$ cat config.mk
export PLATFORM = sky130hd
export DESIGN_NAME = writeback_arbiter
export DESIGN_NICKNAME = d
export VERILOG_FILES = /design/src/rtl/writeback_arbiter.sv
export SDC_FILE = /design/constraint.sdc
export NUM_CORES = 1
export LEC_CHECK = 0
export ABC_AREA = 1
export ABC_CLOCK_PERIOD_IN_PS = 8140
export CAP_MARGIN = 20
export CORE_MARGIN = 2
export CORE_UTILIZATION = 30
export CTS_BUF_LIST = sky130_fd_sc_hd__clkbuf_4
export CTS_CLUSTER_DIAMETER = 40
export DETAILED_ROUTE_END_ITERATION = 10
export SYNTH_ARGS = -nofsm -noshare
export SYNTH_HDL_FRONTEND = slang
export SYNTH_SLANG_ARGS = --single-unit
$ cat constraint.sdc
create_clock -name clk_cpu -period 8.14 [get_ports clk_cpu]
set_clock_uncertainty 0.1 [all_clocks]
set_input_delay 0.814 -clock clk_cpu [delete_from_list [all_inputs] [get_ports clk_cpu]]
set_output_delay 0.814 -clock clk_cpu [all_outputs]
set_load 0.1 [all_outputs]
$ cat src/rtl/writeback_arbiter.sv
// Register-file writeback arbiter: ALU results win outright, memory results queue in a FIFO,
// and a 32-bit pending scoreboard tracks outstanding long-latency destinations.
// Optional forwarding outputs are enabled by defining WB_BYPASS_EN.
module writeback_arbiter #(
  parameter int FIFO_DEPTH = 4,
  parameter int WORD_W     = 32
) (
  input  logic              clk_cpu,
  input  logic              reset,
  input  logic              alu_valid,
  input  logic [4:0]        alu_rd,
  input  logic [WORD_W-1:0] alu_data,
  input  logic              mem_valid,
  input  logic [4:0]        mem_rd,
  input  logic [WORD_W-1:0] mem_data,
  output logic              mem_ready,
  input  logic              issue_en,
  input  logic [4:0]        issue_rd,
  input  logic [4:0]        chk_adrs_a,
  input  logic [4:0]        chk_adrs_b,
  output logic              busy_a,
  output logic              busy_b,
  output logic [4:0]        wr_adrs,
  output logic [WORD_W-1:0] wr_data,
  output logic              wr_en
`ifdef WB_BYPASS_EN
  ,
  output logic              fwd_hit_a,
  output logic              fwd_hit_b,
  output logic [WORD_W-1:0] fwd_a,
  output logic [WORD_W-1:0] fwd_b
`endif
);

  localparam int PTR_W = $clog2(FIFO_DEPTH);
  localparam int CNT_W = PTR_W + 1;

  logic [4:0]        fifo_rd   [FIFO_DEPTH];
  logic [WORD_W-1:0] fifo_data [FIFO_DEPTH];
  logic [PTR_W-1:0]  wr_ptr, rd_ptr;
  logic [CNT_W-1:0]  count;

  logic              alu_win, push, pop;
  logic [4:0]        head_rd;
  logic [WORD_W-1:0] head_data;

  logic              sel_en, sel_from_mem;
  logic [4:0]        sel_adrs;
  logic [WORD_W-1:0] sel_data;
  logic              wr_from_mem;

  logic [31:0]       pending, pending_nxt;
  logic              raw_busy_a, raw_busy_b;

  assign head_rd   = fifo_rd[rd_ptr];
  assign head_data = fifo_data[rd_ptr];
  assign alu_win   = alu_valid && (alu_rd != 5'd0);
  assign mem_ready = (count != CNT_W'(FIFO_DEPTH));
  assign push      = mem_valid && mem_ready;
  assign pop       = !alu_win && (count != '0);

  // NOTE: the entry storage is not reset; the reset pointers and count define what is valid.
  always_ff @(posedge clk_cpu) begin
    if (push) begin
      fifo_rd[wr_ptr]   <= mem_rd;
      fifo_data[wr_ptr] <= mem_data;
    end
  end

  // NOTE: state uses non-blocking assignments so every register samples pre-edge values.
  always_ff @(posedge clk_cpu or posedge reset) begin
    if (reset) begin
      wr_ptr <= '0;
      rd_ptr <= '0;
      count  <= '0;
    end else begin
      if (push) wr_ptr <= wr_ptr + 1'b1;
      if (pop)  rd_ptr <= rd_ptr + 1'b1;
      case ({push, pop})
        2'b10:   count <= count + 1'b1;
        2'b01:   count <= count - 1'b1;
        default: count <= count;
      endcase
    end
  end

  // Source select; a popped entry with rd=0 is consumed but never written.
  // NOTE: every always_comb output gets a default first so no latch is inferred.
  always_comb begin
    sel_en       = 1'b0;
    sel_from_mem = 1'b0;
    sel_adrs     = 5'd0;
    sel_data     = '0;
    if (alu_win) begin
      sel_en   = 1'b1;
      sel_adrs = alu_rd;
      sel_data = alu_data;
    end else if (pop && (head_rd != 5'd0)) begin
      sel_en       = 1'b1;
      sel_from_mem = 1'b1;
      sel_adrs     = head_rd;
      sel_data     = head_data;
    end
  end

  always_ff @(posedge clk_cpu or posedge reset) begin
    if (reset) begin
      wr_en       <= 1'b0;
      wr_from_mem <= 1'b0;
      wr_adrs     <= 5'd0;
      wr_data     <= '0;
    end else begin
      wr_en       <= sel_en;
      wr_from_mem <= sel_from_mem;
      wr_adrs     <= sel_adrs;
      wr_data     <= sel_data;
    end
  end

  // The set is applied after the clear so a same-edge collision leaves the bit set.
  always_comb begin
    pending_nxt = pending;
    if (wr_en && wr_from_mem) pending_nxt[wr_adrs] = 1'b0;
    if (issue_en && (issue_rd != 5'd0)) pending_nxt[issue_rd] = 1'b1;
  end

  always_ff @(posedge clk_cpu or posedge reset) begin
    if (reset) pending <= '0;
    else       pending <= pending_nxt;
  end

  assign raw_busy_a = (chk_adrs_a != 5'd0) && pending[chk_adrs_a];
  assign raw_busy_b = (chk_adrs_b != 5'd0) && pending[chk_adrs_b];

`ifdef WB_BYPASS_EN
  assign fwd_hit_a = wr_en && (wr_adrs == chk_adrs_a) && (chk_adrs_a != 5'd0);
  assign fwd_hit_b = wr_en && (wr_adrs == chk_adrs_b) && (chk_adrs_b != 5'd0);
  assign fwd_a     = wr_data;
  assign fwd_b     = wr_data;
  assign busy_a    = raw_busy_a && !fwd_hit_a;
  assign busy_b    = raw_busy_b && !fwd_hit_b;
`else
  assign busy_a    = raw_busy_a;
  assign busy_b    = raw_busy_b;
`endif

endmodule

# == Yosys cells after proc, flatten, opt, wreduce, memory -nomap -nowiden ==
# Memories as Yosys holds them, arrays and structs flattened.
# Index checks and enable logic that the tools add are counted.
# Widths: inputs -> output; s select.
# totals
out_inout_bits,41
latch_bits,0
n_memories,2
input_bits,94
reg_bits,78
elab_cells,64
romBits,0
mem_bits_rw,148
# op_classes
magnitude_cmp,6
muxes,20
bitwise_logic,3
n_eq_ne,3
div,0
add_sub_neg,4
n_mul,0
n_reduce_logical,18
shifts,0
# mem_list
name,words,width,read_ports,rd_clocked_by_memory_dff,write_ports,line,text
fifo_data,4,32,1,0,1,39,logic [WORD_W-1:0] fifo_data [FIFO_DEPTH];
fifo_rd,4,5,1,0,1,38,logic [4:0] fifo_rd [FIFO_DEPTH];
# op_table
cell,count
$mux 32,4
$and 32x32->32,1
$not 32->32,1
$or 32x32->32,1
$reduce_bool 5->1,5
$lt 5x6->1 const B,4
$bmux 1 s5,2
$demux 1 s5,2
$ge 5x1->1 const B,2
$logic_and 1x1->1,10
$mux 5,2
$mux 1,9
$pmux 3 s2,1
$add 2x1->2 const B,2
$add 3x1->3 const B,1
$ne 3x3->1 const B,1
$reduce_bool 3->1,1
$sub 3x1->3 const B,1
$eq 2x1->1 const B,1
$eq 2x2->1 const B,1
$reduce_bool 2->1,1
$logic_not 1->1,1

# == Logic depth before layout (Yosys ltp) ==
# Gate-level depths: netlist (run 1).
# depth
depth_word,9
ltp_mapped,12
mapped_depth_nobuf,11

# == Least setup slack after synthesis (run 1) ==
# OpenSTA, ideal clock, no wires.
# synth_path
path_type,reg-to-reg
startpoint,reg count[0]
endpoint,"mem fifo_data[0][0], enable pin"
stages_incl_launch_ff,5
setup_ps,431
t_arrival_ps,3084
n_path_buf,0
synth_period_minus_slack_ps,3616
required_ps,7609
slack_ps,4524
path_cell_list,dfrtp_1 > nor2_1 > nand2_1 > nand2_1 > nor2_1
# synth_via
elab_chain_cells,4
# synth_lines
item,line,text
"start, declared",41,logic [CNT_W-1:0] count;
"start signal, assigned",80,2'b10: count <= count + 1'b1;
"start signal, assigned",81,2'b01: count <= count - 1'b1;
"start signal, assigned",82,default: count <= count;
$ne 3x3->1,58,assign mem_ready = (count != CNT_W'(FIFO_DEPTH));
named net mem_ready,16,"output logic mem_ready,"
$logic_and 1x1->1,59,assign push = mem_valid && mem_ready;
$mux 1,64,if (push) begin
$mux 1 (not written as such),66,fifo_data[wr_ptr] <= mem_data;
"end, declared",39,
# The timed path passes the listed nets, and every way through them passes these cells.

# == Worst setup path after layout (run 1) ==
# layout_path
startpoint,in chk_adrs_b[0]
endpoint,out busy_b
# layout_via
elab_chain_cells,3
word_cells_on_any_way,4
cone_classes,2 x mux; 2 x reduce/logical
# layout_lines
item,line,text
"start, declared",20,"input logic [4:0] chk_adrs_b,"
$bmux 1 s5,133,assign raw_busy_b = (chk_adrs_b != 5'd0) && pending[chk_adrs_b];
$mux 1 (not written as such),133,
$logic_and 1x1->1 *,133,
"end, declared",22,"output logic busy_b,"
# Every way passes the cells marked *; elsewhere a longest branch is shown, timed or not. The select of a mux whose other input is x is not followed.

==> flow_summary_export.csv, run 1 <==
group,metric,value,unit
detailed_routing,drt_iter0_drc,459,
clock_tree,clockBufferDepth,3,
timing,fin_crit_sh,62.1,%
die,dieArea,33100,sq um
critical_path,criticalPathCategory,"in2out",
critical_path,reg2reg_to,"wr_data[14]$_DFF_PP0_",
clock_tree,post-cts-setup-buffer-count,0,
grt,grt_pass1_vias,7420,
place,io_buffers,134,
timing,period_minus_slack,5.06,ns
timing,max_freq,198,MHz
timing,worst_pin_slew,1.03,ns
detailed_routing,viasPerCell,4.80,
grt,grt.total_usage,15.1,%
timing,holdWs,0.409,ns
place,placed_cells,1418,
layout,final_cells,1531,
timing,rsz0062_at_grt,"false",
clock_tree,worstSkewPairLatency,0.68,ns
power,irDropWorstVdd,0.282,mV
flow_run,maxCapViolations,0,
place,dp_slack,3.16,ns
hold_path,hp-start,"count[0]$_DFFE_PP0P_",
outcome,status,"complete, no violations",
timing,setup_viol,0,
grt,grt_antenna_before_repair,5,
critical_path,r2r_cells,10,
critical_path,worstSetupEndpointType,"output pin",
die,start_util,30.3,%
hold_path,holdPathEnd,"count[0]$_DFFE_PP0P_",
synth,synth-seq-cells,226,
power,p_per_area,377,nW/um^2
place,dp_hpwl,15.2,mm
layout,final_core_util,38.4,%
timing,slew_headroom,31.3,%
clock_tree,postCtsHoldBufs,0,
die,core,31400,sq um
layout,syn_to_final_growth,26.9,%
detailed_routing,drtPass1Iterations,5,
detailed_routing,drc_errors,0,
clock_tree,clock_sinks,226,
critical_path,crit-reg2reg-launch,"rd_ptr[0]$_DFFE_PP0P_",
critical_path,critPathLaunchType,"primary input",
clock_tree,htreeDepth,2,
die,dieWidth,182,um
power,p_leak,4.84,nW
clock_tree,cts_resized,0,
timing,drv_slew,0,
timing,final-hold-violation-count,0,
timing,setup_slack,3.08,ns
die,rows,65,
layout,layout-drive-gt1-share,10.3,%
layout,layout.nets,1178,
synth,syn_inst,913,
clock_tree,clkTransAtPathRegs,0.05,ns
critical_path,critPathMaxFanout,17,
synth,yosys_warnings,0,
timing,setup_tns,0,ns
die,dieHeight,182,um
critical_path,arrival,4.14,ns
critical_path,worstPathRequired,7.23,ns
detailed_routing,ant_nets,0,
grt,grt_max_degree,79,
detailed_routing,vias,7347,
hold_path,holdPathStages,1,
synth,ys_seq_area_share,67.2,%
synth,syn-cell-area,9510,sq um
clock_tree,cts_tree,"yes",
die,num_io_pins,135,
clock_tree,cts_root_buffer,"clkbuf_4",
grt,overflow,0,
critical_path,rrSetupSlack,5.05,ns
detailed_routing,wl_per_cell,16.4,um
synth,avgSynthCellArea,10.4,sq um
place,place.gp.congestion,0.867,
synth,synth_cell_types,25,
hold_path,min_path_type,"reg2reg",
clock_tree,cts_buffers,59,
grt,grt_first_pass_wirelength,39.5,mm
synth,synth_fp_nets,1013,
detailed_routing,routed_wl,25.1,mm
## cells by family after synthesis
group           Yosys count  synth area share [%]
compound gates          170                  9.43
xor+xnor                  4                 0.368
fa+ha+maj                 6                 0.868
buf+inv                 115                  5.13
flops                   226                  67.2
simple gates            392                  17.0
## registers in the layout, indices dropped and copies added (netlist names)
name	cells
fifo_rd	20
wr_adrs	5
wr_ptr	2
rd_ptr	2
wr_data	32
fifo_data	128
pending	32
wr_en	1
count	3
wr_from_mem	1
## worst max-delay path by stage
stage	start	endpoint	slack, ns	depth (start not counted)
5_1_grt	chk_adrs_b[0]	busy_b	2.85	10
3_3_place_gp	chk_adrs_b[0]	busy_b	3.15	10
4_1_cts	chk_adrs_b[0]	busy_b	3.15	12
2_1_floorplan	count[0]$_DFFE_PP0P_	fifo_data[0][0]$_DFFE_PP_	4.52	4
6_report	chk_adrs_b[0]	busy_b	3.08	12
3_5_place_dp	chk_adrs_b[0]	busy_b	3.16	12
## cell usage in the layout, fill, tap and decap left out
cell / netlist / final
a21oi_1: 3 / 3
a31oi_1: 2 / 2
buf_16: 0 / 1
buf_4: 1 / 10
bufinv_16: 0 / 1
clkbuf_4: 0 / 89
clkdlybuf4s50_1: 0 / 134
clkinv_1: 4 / 18
clkinv_2: 0 / 5
clkinv_4: 0 / 1
dfrtp_1: 78 / 77
dfrtp_2: 0 / 1
diode_2: 0 / 2
edfxtp_1: 148 / 148
fa_1: 1 / 1
ha_1: 5 / 5
inv_1: 68 / 67
inv_2: 2 / 3
nand2_1: 199 / 199
nand2_2: 1 / 1
nand3_1: 104 / 104
nand3b_1: 1 / 1
nand4_1: 1 / 1
nor2_1: 84 / 80
nor2_4: 0 / 4
nor3_1: 2 / 2
o21ai_0: 128 / 128
o21ai_1: 2 / 2
o22ai_1: 35 / 35
xnor2_1: 1 / 1
xor2_1: 3 / 3
## stage by stage
| stage | total power (W) | instance area (sq um) |
|---|---|---|
| after floorplan | 0.00304 | 9510 |
| after global placement | 0.00357 | 11300 |
| after detailed placement | 0.00359 | 11300 |
| after CTS | 0.00460 | 12000 |
| after global routing | 0.00483 | 12100 |
| final | 0.00455 | 12100 |
## report_power, final
group          leakage, nW  switching [W]  internal (W)  total (W)
Sequential            2.24       0.000118       0.00155    0.00167
Clock                0.470       0.000453      0.000533   0.000986
Combinational         2.13        0.00142      0.000475    0.00189
## cell usage after synthesis
library cell  number  area, sq um
buf_2             18         90.1
o21ai_0          128          641
ha_1               5         62.6
a31oi_1            2         12.5
nand2_2            1         6.26
nor2_1            84          315
dfrtp_1           78         1950
edfxtp_1         148         4440
o22ai_1           35          219
fa_1               1         20.0
nand3b_1           1         7.51
nand4_1            1         6.26
xor2_1             3         26.3
inv_1             68          255
o21ai_1            2         10.0
a21oi_1            3         15.0
buf_4              1         7.51
xnor2_1            1         8.76
nor3_1             2         10.0
inv_2              2         7.51
nand2_1          199          747
nand3_1          104          521
clkinv_1           4         15.0
buf_6              4         45.0
clkbuf_1          18         67.6
## metal layers
layer,track usage (%),routed length [um],vias up
li1,-,-,3493
met1,19.1,10800,3544
met2,24.7,11700,265
met3,4.63,2080,43
met4,4.94,520,2
met5,0,13,-
## layout make-up
cell class,count,area [sq um]
Clock inverter,21,115
Fill cell,3154,19300
Inverter,74,279
Timing Repair Buffer,145,1440
Sequential cell,226,6400
Clock buffer,89,668
Multi-Input combinational cell,572,2660
Antenna cell,2,5.00
Tap cell,402,503
## worst max-delay path, stage by stage
cell and delay, ns:
clkdlybuf4s50_1 0.87, clkinv_1 0.60, nand2_1 0.20, nand3_1 0.08, nand2_1 0.09, nand2_1 0.06, nand2_1 0.07, inv_1 0.04
nand2_1 0.05, nand2_1 0.04, nand2_1 0.07, clkdlybuf4s50_1 1.14
No activity file was read; power rests on OpenSTA's default activity.
==> inputs of run 2 (changes only) <==
--- a/config.mk
+++ b/config.mk
@@ -6,7 +6,7 @@
 export NUM_CORES = 1
 export LEC_CHECK = 0
 export ABC_AREA = 1
-export ABC_CLOCK_PERIOD_IN_PS = 8140
+export ABC_CLOCK_PERIOD_IN_PS = 4650
 export CAP_MARGIN = 20
 export CORE_MARGIN = 2
 export CORE_UTILIZATION = 30
==> constraint.sdc (replaced) <==
create_clock -name clk_cpu -period 4.65 [get_ports clk_cpu]
set_clock_uncertainty 0.1 [all_clocks]
set_input_delay 0.465 -clock clk_cpu [delete_from_list [all_inputs] [get_ports clk_cpu]]
set_output_delay 0.465 -clock clk_cpu [all_outputs]
set_load 0.1 [all_outputs]
==> flow_summary_export.csv, run 2 (same netlist as run 1, synthesis figures left out) <==
group,metric,value,unit
outcome,status,"complete, no violations",
clock_tree,postCtsHoldBufs,0,
power,pwr-share-comb,40.9,%
clock_tree,clkTransAtPathRegs,0.07,ns
power,p_leak,4.87,nW
power,p_clk_share,22.5,%
critical_path,crit-reg2reg-launch,"rd_ptr[1]$_DFFE_PP0P_",
die,start_util,30.3,%
place,dp_hpwl,16.1,mm
place,place.gp.congestion,0.898,
critical_path,criticalPathCategory,"in2out",
critical_path,reg2reg_to,"wr_data[26]$_DFF_PP0_",
place,dp_slack,1.34,ns
layout,largest_reg_flops,128,
clock_tree,cts_buffers,57,
layout,final_common_cell,"nand2_1",
detailed_routing,drc_errors,0,
power,power.net_switching,0.00349,W
timing,rsz0062_at_grt,"false",
timing,setup_tns,0,ns
timing,setup_slack,1.31,ns
power,p_sw_share,43.3,%
detailed_routing,drtPass1Iterations,5,
layout,final_cell_mix,"199 x nand2_1, 148 x edfxtp_1, 132 x clkdlybuf4s50_1",
grt,grt_first_pass_wirelength,39.8,mm
detailed_routing,routed_wl,25.3,mm
clock_tree,post-cts-setup-buffer-count,0,
grt,grt_max_degree,65,
power,p_per_area,665,nW/um^2
power,report.power.total,0.00806,W
layout,syn_to_final_growth,27.4,%
timing,slew_headroom,32.7,%
grt,globalRouteMet3Util,4.67,%
clock_tree,cts_resized,0,
power,pwr-share-seq,36.5,%
hold_path,min_path_type,"in2async",
detailed_routing,drt_iter0_drc,409,
clock_tree,htreeDepth,2,
layout,design_area,12100,sq um
die,num_io_pins,135,
grt,grt_pass1_vias,7361,
place,placed_area,11300,sq um
clock_tree,clock_sinks,226,
timing,max_freq,299,MHz
power,irDropWorstVdd,0.477,mV
detailed_routing,wl_per_cell,16.5,um
die,dieWidth,182,um
die,rows,65,
critical_path,rrSetupSlack,2.01,ns
critical_path,arrival,2.78,ns
grt,global_route.usage.met2,26.3,%
critical_path,r2r_cells,9,
layout,reg.largest.list,"fifo_data: 128 flops, pending: 32 flops, wr_data: 32 flops",
clock_tree,cts_tree,"yes",
clock_tree,worstSkewPairLatency,0.68,ns
layout,top_register,"fifo_data",
flow_run,maxCapViolations,0,
timing,final-hold-violation-count,0,
detailed_routing,vias,7297,
timing,worst_pin_slew,1.01,ns
timing,fin_crit_sh,71.9,%
grt,grt.total_usage,15.3,%
clock_tree,clockBufferDepth,3,
place,io_buffers,134,
timing,drv_slew,0,
die,dieArea,33100,sq um
die,core,31400,sq um
critical_path,critPathMaxFanout,17,
die,dieHeight,182,um
detailed_routing,ant_nets,0,
timing,holdWs,0.198,ns
detailed_routing,viasPerCell,4.77,
grt,grt_antenna_before_repair,6,
critical_path,worstSetupEndpointType,"output pin",
layout,layout.nets,1179,
grt,grt-busiest-layer,"met2",
grt,overflow,0,
layout,layout-drive-gt1-share,11.0,%
power,p_int,0.00457,W
clock_tree,cts_root_buffer,"clkbuf_4",
timing,setup_viol,0,
timing,period_minus_slack,3.34,ns
critical_path,worstPathRequired,4.09,ns
critical_path,critPathLaunchType,"primary input",
grt,grt_use_met1,18.7,%
## run 2: cell type report
type,count,area (sq um)
inverters,74,279
multi-input cells,572,2660
clock buffers,93,698
fillers,3125,19300
repair buffers,148,1460
clock inverters,12,110
flip-flops and latches,226,6400
diodes,4,10.0
well taps,402,503
## run 2: power by group through the flow
stage | sequential (W) | clock, W | combinational (W)
5_1_grt | 0.00300 | 0.00198 | 0.00359
2_1_floorplan | 0.00392 | 0 | 0.00139
4_1_cts | 0.00294 | 0.00187 | 0.00333
3_3_place_gp | 0.00297 | 0 | 0.00329
3_5_place_dp | 0.00297 | 0 | 0.00332
6_report | 0.00295 | 0.00181 | 0.00330
## run 2: how the worst max path moves through the flow
stage,from,endpoint,slack [ns],cells after the start
2_1_floorplan,count[0]$_DFFE_PP0P_,fifo_data[0][0]$_DFFE_PP_,1.03,4
3_5_place_dp,chk_adrs_b[0],busy_b,1.34,12
4_1_cts,chk_adrs_b[0],busy_b,1.33,12
5_1_grt,chk_adrs_b[0],busy_b,1.01,12
3_3_place_gp,chk_adrs_b[0],busy_b,1.41,12
6_report,chk_adrs_b[0],busy_b,1.31,12
## run 2: per-stage QoR
step | std cells | utilization [%]
finish | 1531 | 38.6
global route | 1528 | 38.6
CTS | 1527 | 38.6
detailed placement | 1422 | 36.0
global placement | 1421 | 35.9
floorplan | 913 | -
## run 2: per-layer routing
layer  share of wire (%)  up-vias
li1                    -     3496
met1                  43     3494
met2                  48      270
met3                 8.0       33
met4                 1.5        4
met5               0.095        -
## run 2: worst max-delay path, stage by stage
cell and delay (ns):
clkdlybuf4s50_1 0.83, clkinv_1 0.53, nand2_1 0.19, nand3_1 0.10, nand2_1 0.08, nand2_1 0.04, nand2_1 0.07, inv_1 0.04
nand2_1 0.05, nand2_1 0.04, nand2_1 0.05, buf_4 0.28
